`src/rtl/dmem_lsu.sv`:
```
// Load/store unit between the memory stage and a word-wide synchronous data memory.
// Handles one request at a time. Sub-word stores are done as read-modify-write.
module dmem_lsu #(
  parameter int N = 5
) (
  input  logic          clk,
  input  logic          reset,
  input  logic          req_valid,
  output logic          req_ready,
  input  logic          req_we,
  input  logic [2:0]    req_funct3,
  input  logic [31:0]   req_addr,
  input  logic [31:0]   req_wdata,
  output logic          rsp_valid,
  output logic [31:0]   rsp_rdata,
  output logic          rsp_err,
  output logic          mem_we,
  output logic [N:0]    mem_addr,
  output logic [31:0]   mem_wdata,
  input  logic [31:0]   mem_rdata
);

  typedef enum logic [2:0] {IDLE, ACCESS, DATA, WRITE, RESP} state_t;

  state_t        state_q, state_d;
  logic          we_q, we_d;
  logic [2:0]    funct3_q, funct3_d;
  logic [1:0]    alo_q, alo_d;
  logic [15:0]   wdata_q, wdata_d;
  logic [N:0]    mem_addr_q, mem_addr_d;
  logic [31:0]   mem_wdata_q, mem_wdata_d;
  logic [31:0]   rsp_rdata_q, rsp_rdata_d;
  logic          rsp_err_q, rsp_err_d;

  function automatic logic req_bad(input logic we, input logic [2:0] f3,
                                   input logic [31:0] a);
    logic illegal, misal, oor;
    illegal = we ? (f3 >= 3'b011)
                 : (f3 == 3'b011 || f3 == 3'b110 || f3 == 3'b111);
    misal   = (f3[1:0] == 2'b01 && a[0]) || (f3[1:0] == 2'b10 && a[1:0] != 2'b00);
    oor     = (a >> (N + 3)) != 32'd0;
    return illegal || misal || oor;
  endfunction

  function automatic logic [31:0] load_fmt(input logic [2:0] f3, input logic [1:0] a,
                                           input logic [31:0] w);
    logic [7:0]  b;
    logic [15:0] h;
    logic [31:0] r;
    b = w[{a, 3'b000} +: 8];
    h = a[1] ? w[31:16] : w[15:0];
    case (f3)
      3'b000:  r = {{24{b[7]}}, b};
      3'b100:  r = {24'd0, b};
      3'b001:  r = {{16{h[15]}}, h};
      3'b101:  r = {16'd0, h};
      default: r = w;
    endcase
    return r;
  endfunction

  function automatic logic [31:0] store_merge(input logic [2:0] f3, input logic [1:0] a,
                                              input logic [15:0] d, input logic [31:0] w);
    logic [31:0] m;
    m = w;
    if (f3[0]) m[{a[1], 4'b0000} +: 16] = d;
    else       m[{a, 3'b000} +: 8]      = d[7:0];
    return m;
  endfunction

  always_comb begin
    state_d     = state_q;
    we_d        = we_q;
    funct3_d    = funct3_q;
    alo_d       = alo_q;
    wdata_d     = wdata_q;
    mem_addr_d  = mem_addr_q;
    mem_wdata_d = mem_wdata_q;
    rsp_rdata_d = rsp_rdata_q;
    rsp_err_d   = rsp_err_q;
    case (state_q)
      IDLE: begin
        if (req_valid) begin
          we_d        = req_we;
          funct3_d    = req_funct3;
          alo_d       = req_addr[1:0];
          wdata_d     = req_wdata[15:0];
          mem_addr_d  = req_addr[N+2:2];
          mem_wdata_d = req_wdata;
          rsp_rdata_d = 32'd0;
          rsp_err_d   = req_bad(req_we, req_funct3, req_addr);
          if (rsp_err_d)                           state_d = RESP;
          else if (req_we && req_funct3 == 3'b010) state_d = WRITE;
          else                                     state_d = ACCESS;
        end
      end
      ACCESS: state_d = DATA;
      // Read word is available here: merge for sub-word stores, format for loads
      DATA: begin
        if (we_q) begin
          mem_wdata_d = store_merge(funct3_q, alo_q, wdata_q, mem_rdata);
          state_d     = WRITE;
        end else begin
          rsp_rdata_d = load_fmt(funct3_q, alo_q, mem_rdata);
          state_d     = RESP;
        end
      end
      WRITE:   state_d = RESP;
      RESP:    state_d = IDLE;
      default: state_d = IDLE;
    endcase
  end

  always_ff @(posedge clk) begin
    if (reset) begin
      state_q     <= IDLE;
      mem_addr_q  <= '0;
      mem_wdata_q <= 32'd0;
      rsp_rdata_q <= 32'd0;
      rsp_err_q   <= 1'b0;
    end else begin
      state_q     <= state_d;
      mem_addr_q  <= mem_addr_d;
      mem_wdata_q <= mem_wdata_d;
      rsp_rdata_q <= rsp_rdata_d;
      rsp_err_q   <= rsp_err_d;
    end
  end

  // Request context is only meaningful while a request is in flight
  always_ff @(posedge clk) begin
    we_q     <= we_d;
    funct3_q <= funct3_d;
    alo_q    <= alo_d;
    wdata_q  <= wdata_d;
  end

  assign req_ready = (state_q == IDLE) && !reset;
  assign rsp_valid = (state_q == RESP);
  assign mem_we    = (state_q == WRITE);
  assign mem_addr  = mem_addr_q;
  assign mem_wdata = mem_wdata_q;
  assign rsp_rdata = rsp_rdata_q;
  assign rsp_err   = rsp_err_q;

endmodule

```
`config.mk`:
```
export PLATFORM = sky130hd
export DESIGN_NAME = dmem_lsu
export DESIGN_NICKNAME = d
export VERILOG_FILES = /design/src/rtl/dmem_lsu.sv
export SDC_FILE = /design/constraint.sdc
export NUM_CORES = 1
export LEC_CHECK = 0
export CAP_MARGIN = 20
export CELL_PAD_IN_SITES_DETAIL_PLACEMENT = 1
export CELL_PAD_IN_SITES_GLOBAL_PLACEMENT = 2
export CORE_UTILIZATION = 29
export DETAILED_ROUTE_END_ITERATION = 12
export PLACE_DENSITY = 0.93
export RECOVER_POWER = 25
export SLEW_MARGIN = 0
export SYNTH_ARGS = -nofsm -noshare
export SYNTH_HDL_FRONTEND = slang
export SYNTH_SLANG_ARGS = --single-unit
```
`constraint.sdc`:
```
create_clock -name clk -period 4.3 [get_ports clk]
set_clock_uncertainty 0.15 [all_clocks]
set_input_delay 0.86 -clock clk [delete_from_list [all_inputs] [get_ports clk]]
set_output_delay 0.86 -clock clk [all_outputs]
set_load 0.005 [all_outputs]
```
==> impl_results.md, run 1 <==
* Status: finished, final reports clean
* Worst-margin pin slew at between 0.8 and 0.9 ns
* Worst setup SP type: primary input
* CP endpoint kind: primary output
* Avg Inst Size Synth at around 9.8 sq um
* Clock Sinks at 96
* Setup bufs post-CTS at 0
* H-tree lvl count at 3
* Asr flop ratio synth at 0%
* Hold Path Class: register to register
* CP startpoint: reset
* Placed cells at slightly below 900
* Sequential share of the synthesized area at between 40 and 50%
* Share of layout cells above drive strength 1 at between 8 and 9%
* Routed wire per std cell at ~21 microns
* Worst Path Arrival at roughly 2.1 ns
* Cell Pwr Density at approximately 300 nW/um^2
* Max_cap viols at 0
* CTS Root Cell: clkbuf_16
* Hold Violations, Final at 0
* Mapped Area at 5170 sq um
* Die footprint at around 18000 sq um
* Total power at 2230 uW
* Fillcell total at between 1500 and 2000
* Detailed Route Iter0 Violations at 449
* Tcrit/Tclk final at about 73%
* Top Ports at 177
* Vias in the first global route at between 5000 and 6000
* Most frequent cell on the critical path: clkdlybuf4s50_1
* Hold_sp: rsp_rdata[5]$_SDFFE_PP0P_
* Final Max Tran Viols at 0
* First-pass GRT wire length at 29000 microns
* Leak pwr at between 0.002 and 0.003 uW
* Drt total wl at around 19000 microns
* Row Count at 48
* Clock Latency Late Sink at 0.36 ns
* Critical R2R Launch: alo_q[0]$_DFFE_PP_
* Syn Inst Count at 528
* Synth unique cells at 49
* Final setup fails at 0
* Critical Path Fanout Max at 3
* Setup TNS at 0 ns
* Vias per cell at about 5.6
* Fin nets at 781
* Height of the chip at approximately 140 microns
* Vias post-DR at ~5100
* Worst vdd ir at about 0.19 mV
* Number of flops mapped to enable cells by yosys at 22
* RSZ-0062 raised after global routing: false
* Clock buffer depth at 2
* PortBufs at roughly 180
* GR Util All Layers at between 20% and 30%
* Fmax at 320 MHz
* Cts bufs inserted at 9
* Hold buffers post-CTS at 0
* Syn-to-layout area delta at 42.5%
* Crit path time final at 3.13 ns
* Grt ovf at 0
* Initial antenna violation count at 1
* CTS clk-pin slew, worst paths at around 0.070 ns
* Detailed Routing Iterations Pass 1 at 5
* Post-synth top flop: dfxtp_1
* HPWL Detailed at roughly 14000 microns
* CTS tree: yes
* Cell breakdown of the critical path: clkdlybuf4s50_1, nor4_1, clkdlybuf4s50_1
* Initial Util at 29.8%
* Crit path kind: primary input to primary output
* Core Area at 17400 sq um
* Placed inst area at 7060 sq um
* CP max stage cell: clkdlybuf4s50_1
* Post-CTS Resized at 0
* Rel. slew slack at 44.6%
* DRC at 0
* Die width at between 100 and 150 microns
* GPL Wtd Cong at 0.823
* Yosys warning total at 0
* Register bit total from synthesis at 96
* Number of routed nets with antenna violations at 0
* Syn Nets at ~640
* Critical path's largest stage delay at between 0.5 and 0.6 ns
* WP data required at roughly 3.3 ns
* Fin cells at roughly 900
* Largest net degree at the start of global routing at 73
* Design area at roughly 7400 sq um
-- synthesized netlist by cell type, types with 2 or more instances --
cell type | number | area share, %
nand2_1 | 66 | 4.8
dfxtp_1 | 74 | 29
a32o_1 | 9 | 1.7
buf_2 | 16 | 1.5
o21ai_0 | 10 | 0.97
a221o_2 | 10 | 2.2
nand2b_1 | 11 | 1.3
and3b_1 | 8 | 1.4
or3_1 | 8 | 0.97
mux2_2 | 10 | 2.2
nor4bb_1 | 3 | 0.58
buf_6 | 6 | 1.3
clkbuf_2 | 2 | 0.19
inv_1 | 5 | 0.36
o2bb2ai_1 | 7 | 1.2
a311oi_1 | 32 | 5.4
buf_1 | 3 | 0.22
a211o_1 | 39 | 6.6
ha_1 | 5 | 1.2
edfxtp_1 | 22 | 13
nor2_1 | 37 | 2.7
clkbuf_1 | 24 | 1.7
a21oi_1 | 17 | 1.6
nor3_1 | 3 | 0.29
a221o_1 | 6 | 1.2
nor4_1 | 8 | 0.97
a221oi_1 | 32 | 5.4
mux2i_1 | 34 | 6.6
-- metal layers --
metal	global-route usage [%]	share of wire (%)	vias to the layer above
met5	0	0	-
met4	7.62	2.5	0
met3	7.37	8.2	34
met2	33.9	47	179
met1	24.7	42	2506
li1	-	-	2361
-- metrics by stage --
step / util, % / hold slack [ns] / setup WS (ns)
6_report: 42.5 / 0.320 / 1.17
5_1_grt: 42.5 / 0.341 / 1.12
4_1_cts: 42.5 / 0.320 / 1.17
3_5_place_dp: 40.7 / 0.310 / 1.16
3_3_place_gp: 40.5 / 0.292 / 1.18
2_1_floorplan: - / 0.303 / 1.78
-- sequential cells by signal, indices dropped and copies added (netlist names) --
| signal | count |
|---|---|
| wdata_q | 16 |
| mem_wdata | 32 |
| rsp_rdata | 32 |
| mem_addr | 6 |
| state_q | 3 |
| rsp_err | 1 |
| alo_q | 2 |
| funct3_q | 3 |
| we_q | 1 |
-- cells by family after synthesis --
group / Yosys count / synth area share (%)
AOI/OAI and AO/OA: 170 / 27.6
DFF: 96 / 41.4
and+or+nand+nor: 153 / 14.9
muxes: 45 / 9.19
adders and majority gates: 5 / 1.21
buffers and inverters: 59 / 5.66
-- worst paths after layout --
path	to	slack [ns]	cells past startpoint
max	req_ready	1.17	3
min	rsp_rdata[5]$_SDFFE_PP0P_	0.32	1
max reg2reg	mem_wdata[2]$_SDFFE_PP0P_	1.50	7
min reg2reg	rsp_rdata[5]$_SDFFE_PP0P_	0.32	1
-- placed cells by master, fill, tap and decap left out, drive strengths merged, types with 5 or more instances in the layout --
| cell | n |
|---|---|
| a32o | 9 |
| mux2 | 10 |
| a221o | 16 |
| nand2b | 12 |
| nor4 | 9 |
| clkbuf | 13 |
| o2bb2ai | 7 |
| ha | 5 |
| dfxtp | 74 |
| and3b | 8 |
| inv | 6 |
| clkdlybuf4s50 | 128 |
| or3 | 8 |
| mux2i | 34 |
| nand2 | 66 |
| a21oi | 18 |
| nor2 | 37 |
| edfxtp | 22 |
| dlygate4sd3 | 48 |
| a211o | 39 |
| buf | 10 |
| a311oi | 32 |
| o21ai | 10 |
| a221oi | 32 |
-- final cells by class --
cell class / count / area, sq um / area share (%)
Antenna cell: 1 / 2.50 / 0.0339
Clock buffer: 13 / 293 / 3.97
Clock inverter: 3 / 21.3 / 0.289
Inverter: 7 / 26.3 / 0.356
Multi-Input combinational cell: 373 / 2760 / 37.4
Sequential cell: 96 / 2140 / 29.1
Tap cell: 225 / 282 / 3.82
Timing Repair Buffer: 186 / 1850 / 25.1
-- worst max-delay path, delay by kind of cell --
family / cells / cell delay, ns
buf+inv: 2 / 1.04
simple gates: 1 / 0.22
-- power by group --
group	switching (uW)	internal, uW	total (uW)
clock network	356	479	835
logic	185	203	388
registers	39.0	967	1010
total	580	1650	2230
(Power assumes the default switching activity.)
==> run 2, diff against run 1 <==
--- a/config.mk
+++ b/config.mk
@@ -8,9 +8,9 @@
 export CAP_MARGIN = 20
 export CELL_PAD_IN_SITES_DETAIL_PLACEMENT = 1
 export CELL_PAD_IN_SITES_GLOBAL_PLACEMENT = 2
-export CORE_UTILIZATION = 29
+export CORE_UTILIZATION = 25
 export DETAILED_ROUTE_END_ITERATION = 12
-export PLACE_DENSITY = 0.93
+export PLACE_DENSITY = 0.86
 export RECOVER_POWER = 25
 export SLEW_MARGIN = 0
 export SYNTH_ARGS = -nofsm -noshare
==> constraint.sdc (replaced) <==
create_clock -name clk -period 2.6 [get_ports clk]
set_clock_uncertainty 0.15 [all_clocks]
set_input_delay 0.52 -clock clk [delete_from_list [all_inputs] [get_ports clk]]
set_output_delay 0.52 -clock clk [all_outputs]
set_load 0.005 [all_outputs]
==> impl_results.md, run 2 (synthesis results as in run 1) <==
* Worst-margin pin slew at 0.830 ns (+0.00326 ns)
* Detailed Routing Iterations Pass 1 at 4 (-1)
* RSZ-0062 raised after global routing: false
* Syn-to-layout area delta at 46.2%
* CTS clk-pin slew, worst paths at 0.07 ns (about the same)
* Commonest non-fill, non-tap cell in the layout: clkdlybuf4s50_1
* Initial Util at 25.6% (-4.2 points)
* Placed cells at 945 (+6.5%)
* CTS Root Cell: clkbuf_16
* CP endpoint kind: primary output
* WHS Endpoint: mem_addr[2]$_SDFFE_PP0P_
* Row Count at 52 (+8.3%)
* Fillcell total at 2247 (+18%)
* Routed wire per std cell at 20.4 microns (-1.8%)
* DRC at 0 (unchanged)
* Largest net degree at the start of global routing at 81 (+11%)
* Hold Violations, Final at 0 (unchanged)
* Clock buffer depth at 2 (unchanged)
* Placed inst area at 7250 sq um (+2.7%)
* Post-CTS Resized at 0 (unchanged)
* Fin nets at 795 (+1.8%)
* Height of the chip at 146 microns (+7.6%)
* Clock Sinks at 96 (unchanged)
* R2r worst-path depth at 6 (-1)
* Share of layout cells above drive strength 1 at 9.68% (+1.6 points)
* Die width at 146 microns (+7.6%)
* Most frequent cells in the layout: clkdlybuf4s50_1, dfxtp_1, nand2_1
* Leak pwr at 0.00285 uW (+2.2%)
* Utilization after layout at 37.4% (-5.1 points)
* Setup bufs post-CTS at 0 (unchanged)
* WL met2 at 8990 microns (+1.7%)
* Drt total wl at 19600 microns (+4.5%)
* Status: finished, final reports clean
* Ant. Diodes at 0 (-1)
* GR Util All Layers at 18.5% (-2.2 points)
* Cell breakdown of the critical path: clkdlybuf4s50_1, nor4_1, clkdlybuf4s50_1
* Met3 routed WL at 1540 microns (-0.39%)
* M1 WL at 8540 microns (+8.3%)
* First-pass GRT wire length at 30300 microns (+4.5%)
* Worst hold slack at 0.303 ns (-0.0170 ns)
* Hold_sp: mem_addr[2]$_SDFFE_PP0P_
* Number of routed nets with antenna violations at 0 (unchanged)
* Final setup fails at 0 (unchanged)
* RR Endpoint: rsp_rdata[30]$_SDFFE_PP0P_
* Clock Latency Late Sink at 0.36 ns (about the same)
* Max_cap viols at 0 (unchanged)
* Crit path kind: primary input to primary output
* Worst setup SP type: primary input
* Most frequent cell on the critical path: clkdlybuf4s50_1
* HPWL Detailed at 14800 microns (+6.4%)
* Rel. slew slack at 44.4% (-0.22 points)
* Cts bufs inserted at 9 (unchanged)
* GPL Wtd Cong at 0.807 (-2.0%)
* Multi-input combinational cell area at 2750 sq um (-0.18%)
* Fmax at 401 MHz
* Core Area at 20200 sq um (+17%)
* WP data required at 1.93 ns (-1.36 ns)
* Worst vdd ir at 0.325 mV (+73%)
* Hold buffers post-CTS at 0 (unchanged)
* Tcrit/Tclk final at between 90% and 100%
* CP max stage cell: clkdlybuf4s50_1
* H-tree lvl count at 3 (unchanged)
* Fin cells at 962 (+6.4%)
* Critical Path Fanout Max at 5 (+2)
* Worst hold stages at 2 (+1)
* PortBufs at 176 (unchanged)
* Worst Path Arrival at 1.82 ns (-0.30 ns)
* Max Used Layer: met4
* Critical path's largest stage delay at 0.55 ns (about the same)
* Vias per cell at 5.28 (-6.1%)
* Total power at 3750 uW (+68%)
* Final Max Tran Viols at 0 (unchanged)
* Vias post-DR at 5076 (-0.079%)
* Design area at 7570 sq um (+2.6%)
* Detailed Route Iter0 Violations at 393 (-12%)
* CTS tree: yes
* FF+latch area at 2140 sq um (unchanged)
* Initial antenna violation count at 0 (-1)
* Cell Pwr Density at 496 nW/um^2 (+64%)
* Critical R2R Launch: alo_q[1]$_DFFE_PP_
* Slack of the worst reg-to-reg path at 0.17 ns (-1.33 ns)
* Top Ports at 177 (unchanged)
* Hold Path Class: register to register
* Grt ovf at 0 (unchanged)
* Crit path time final at approximately 2.5 ns
* Vias in the first global route at 5319 (+0.53%)
* Die footprint at 21300 sq um (+16%)
==> run 2: cell count changes in the layout (fill, tap and decap cells not counted), moves of 2 or more <==
cell / previous run / this run
buf_4: 9 / 17
clkdlybuf4s50_1: 128 / 135
dlygate4sd3_1: 48 / 41
buf_12: 1 / 4
clkbuf_16: 11 / 9
clkbuf_8: 1 / 3
==> run 2: layer usage <==
metal / GRT usage, % / vias up
met5: 0 / -
met4: 6.42 / 0
met3: 5.92 / 40
met2: 30.0 / 182
met1: 22.9 / 2468
li1: - / 2386
==> run 2: worst max-delay path: cells and delay by family <==
| kind | cells | cell delay, ns |
|---|---|---|
| buf+inv | 2 | 1.09 |
| simple gates | 1 | 0.22 |
==> run 2: cell type report <==
cell class	instances	share of cell area, %
Multi-Input combinational cell	373	36.4
Inverter	7	0.347
Clock inverter	4	0.661
Timing Repair Buffer	200	26.3
Clock buffer	12	3.52
Sequential cell	96	28.3
Tap cell	270	4.47
==> run 2: metrics by stage <==
| stage | setup TNS, ns | setup slack (ns) |
|---|---|---|
| 6_report | 0 | 0.105 |
| 5_1_grt | 0 | 0.0458 |
| 4_1_cts | 0 | 0.0891 |
| 3_5_place_dp | -1.72 | -0.122 |
| 3_3_place_gp | 0 | 0.0243 |
| 2_1_floorplan | 0 | 0.0811 |
==> run 2: worst max-delay path by stage <==
stage	startpoint	end	slack [ns]	cells past startpoint
finish	reset	req_ready	0.11	3
global route	reset	req_ready	0.05	3
CTS	reset	req_ready	0.09	3
detailed placement	req_valid	rsp_rdata[0]$_SDFFE_PP0P_	-0.12	6
global placement	reset	rsp_rdata[22]$_SDFFE_PP0P_	0.02	4
floorplan	alo_q[1]$_DFFE_PP_	mem_wdata[22]$_SDFFE_PP0P_	0.08	9
==> run 2: report_power, final <==
group	total (uW)	leakage, uW	internal [uW]	switching, uW
sequential	1660	0.000817	1600	61.2
combinational	675	0.00187	358	317
clock	1420	0.000159	825	591
total	3750	0.00285	2780	970
==> run 3, diff against run 2 <==
--- a/config.mk
+++ b/config.mk
@@ -8,9 +8,9 @@
 export CAP_MARGIN = 20
 export CELL_PAD_IN_SITES_DETAIL_PLACEMENT = 1
 export CELL_PAD_IN_SITES_GLOBAL_PLACEMENT = 2
-export CORE_UTILIZATION = 25
+export CORE_UTILIZATION = 29
 export DETAILED_ROUTE_END_ITERATION = 12
-export PLACE_DENSITY = 0.86
+export PLACE_DENSITY = 0.93
 export RECOVER_POWER = 25
 export SLEW_MARGIN = 0
 export SYNTH_ARGS = -nofsm -noshare
==> constraint.sdc (replaced) <==
create_clock -name clk -period 3.15 [get_ports clk]
set_clock_uncertainty 0.15 [all_clocks]
set_input_delay 0.63 -clock clk [delete_from_list [all_inputs] [get_ports clk]]
set_output_delay 0.63 -clock clk [all_outputs]
set_load 0.005 [all_outputs]
==> impl_results.md, run 3 (synthesis results as in run 1) <==
* Detailed Route Iter0 Violations at 288 (-27%)
* WP data required at 2.37 ns (+0.44 ns)
* Met3 usage at 5.69% (-0.24 points)
* Routed wire per std cell at 20.8 microns (+2.4%)
* Net Sw Frac at 25.3% (-0.57 points)
* Syn-to-layout area delta at 44.4%
* H-tree lvl count at 3 (unchanged)
* Crit path kind: primary input to primary output
* Hold_sp: rsp_rdata[9]$_SDFFE_PP0P_
* Cell breakdown of the critical path: clkdlybuf4s50_1, buf_4, nor4_1, clkdlybuf4s50_1
* Vias per cell at 5.57 (+5.5%)
* GR Util met2 at 36.2% (+6.2 points)
* Total power at 3130 uW (-16%)
* Height of the chip at 136 microns (-7.1%)
* Seq pwr share at 43.8% (-0.4 points)
* Tcrit/Tclk final at around nine tenths
* WHS Endpoint: rsp_rdata[9]$_SDFFE_PP0P_
* Clock Sinks at 96 (unchanged)
* Vias post-DR at 5059 (-0.33%)
* Crit path time final at around 2.8 ns
* Worst setup SP type: primary input
* Worst-margin pin slew at 0.860 ns (+0.0299 ns)
* Leak pwr at 0.00284 uW (-0.28%)
* RR Endpoint: mem_wdata[24]$_SDFFE_PP0P_
* Fillcell total at 1908 (-15%)
* Hold Violations, Final at 0 (unchanged)
* Final Max Tran Viols at 0 (unchanged)
* Rel. slew slack at 42.4% (-2.0 points)
* First-pass GRT wire length at 29200 microns (-3.7%)
* PortBufs at 176 (unchanged)
* Core Area at 17400 sq um (-14%)
* Die footprint at 18400 sq um (-14%)
* Vias in the first global route at 5340 (+0.39%)
* Grt ovf at 0 (unchanged)
* DRC at 0 (unchanged)
* Critical Path Fanout Max at 9 (+4)
* RSZ-0062 raised after global routing: false
* Setup TNS at 0 ns (unchanged)
* Max_cap viols at 0 (unchanged)
* Top Ports at 177 (unchanged)
* Hold buffers post-CTS at 0 (unchanged)
* Initial antenna violation count at 0 (unchanged)
* GPL Wtd Cong at 0.835 (+3.5%)
* CTS Root Cell: clkbuf_16
* Hold Path Class: register to register
* Detailed Routing Iterations Pass 1 at 4 (unchanged)
* Status: finished, final reports clean
* Final setup fails at 0 (unchanged)
* Clock power share at 38.8% (+1.0 points)
* Clock Latency Late Sink at 0.36 ns (about the same)
* Critical R2R Launch: alo_q[1]$_DFFE_PP_
* Grt peak-use layer: met2
* CTS tree: yes
* Clock buffer depth at 2 (unchanged)
* Initial Util at 29.8% (+4.2 points)
* Cts bufs inserted at 9 (unchanged)
* Worst Path Arrival at 2.00 ns (+0.18 ns)
* Bufs and invs on worst path at 3 (+1)
* Row Count at 48 (-7.7%)
* Drt total wl at 19000 microns (-3.2%)
* Cell Pwr Density at 420 nW/um^2 (-15%)
* HPWL Detailed at 14100 microns (-4.5%)
* R2r worst-path depth at 7 (+1)
* Psw at 793 uW (-18%)
* Ant. Diodes at 0 (unchanged)
* GR Util All Layers at 20.7% (+2.3 points)
* Worst hold stages at 1 (-1)
* Worst vdd ir at 0.233 mV (-28%)
* Commonest non-fill, non-tap cell in the layout: clkdlybuf4s50_1
* Logic pwr share at 17.5% (-0.5 points)
* Largest net degree at the start of global routing at 72 (-11%)
* Fmax at ~360 MHz
* Share of layout cells above drive strength 1 at 8.92% (-0.76 points)
* Most frequent cell on the critical path: clkdlybuf4s50_1
* CP endpoint kind: primary output
* Int Pwr at 2340 uW (-16%)
* Number of routed nets with antenna violations at 0 (unchanged)
* Fin nets at 787 (-1.0%)
* Critical path's largest stage delay at 0.56 ns (about the same)
* Slack of the worst reg-to-reg path at 0.42 ns (+0.25 ns)
* Delay-heaviest family, CP: buffers and inverters
* Setup bufs post-CTS at 0 (unchanged)
* Die width at 136 microns (-7.1%)
* CTS clk-pin slew, worst paths at 0.07 ns (about the same)
* Most frequent cells in the layout: clkdlybuf4s50_1, dfxtp_1, nand2_1
* Post-CTS Resized at 0 (unchanged)
* CP max stage cell: clkdlybuf4s50_1
* Met1 Usage GRT at 24.9% (+2.0 points)
-- run 3: cell types whose count changed in the layout (fill, tap and decap cells not counted), sizes merged --
cell | previous run | this run
clkdlybuf4s50 | 135 | 128
clkbuf | 14 | 13
buf | 22 | 16
inv | 7 | 6
dlygate4sd3 | 41 | 48
-- run 3: how the worst max path moves through the flow --
stage | from | end | slack, ns | depth (start not counted)
after global routing | alo_q[1]$_DFFE_PP_ | mem_wdata[25]$_SDFFE_PP0P_ | 0.23 | 7
after global placement | reset | req_ready | 0.41 | 4
after detailed placement | req_valid | rsp_rdata[4]$_SDFFE_PP0P_ | 0.30 | 6
final | reset | req_ready | 0.37 | 4
after floorplan | alo_q[1]$_DFFE_PP_ | mem_wdata[22]$_SDFFE_PP0P_ | 0.63 | 9
after CTS | reset | req_ready | 0.38 | 4
-- run 3: through the flow --
step           hold WS [ns]  util, %  setup WS (ns)  std cells  cell area (sq um)
2_1_floorplan         0.303        -          0.631        528               5170
3_3_place_gp          0.292     41.0          0.408        892               7120
3_5_place_dp          0.308     41.0          0.303        892               7120
4_1_cts               0.323     42.9          0.383        908               7450
5_1_grt               0.337     43.0          0.234        909               7470
6_report              0.317     43.0          0.370        909               7470
-- run 3: final cells by class --
cell class	count	area, sq um	share of cell area, %
Multi-Input combinational cell	373	2760	36.9
Timing Repair Buffer	192	1930	25.8
Sequential cell	96	2140	28.7
Clock buffer	13	293	3.92
Inverter	7	26.3	0.352
Clock inverter	3	43.8	0.586
Tap cell	225	282	3.77
-- run 3: metal layers --
layer	routed length [microns]	up-vias
li1	-	2367
met4	271	0
met5	0	-
met3	1330	20
met2	9410	176
met1	7930	2496
-- run 3: power groups by stage --
stage | Sequential (uW) | Combinational (uW) | Clock, uW
floorplan | 1380 | 253 | 0
global placement | 1400 | 536 | 0
detailed placement | 1400 | 554 | 0
CTS | 1370 | 558 | 1240
global route | 1380 | 592 | 1280
finish | 1370 | 547 | 1220
-- run 3: worst reg2reg max path, delay by kind of cell, from the launching register on --
kind	cells	cell delay, ns
buffers and inverters	2	0.82
AOI/OAI and AO/OA	3	0.68
DFF	1	0.36
adders and majority gates	1	0.36
and+or+nand+nor	1	0.27
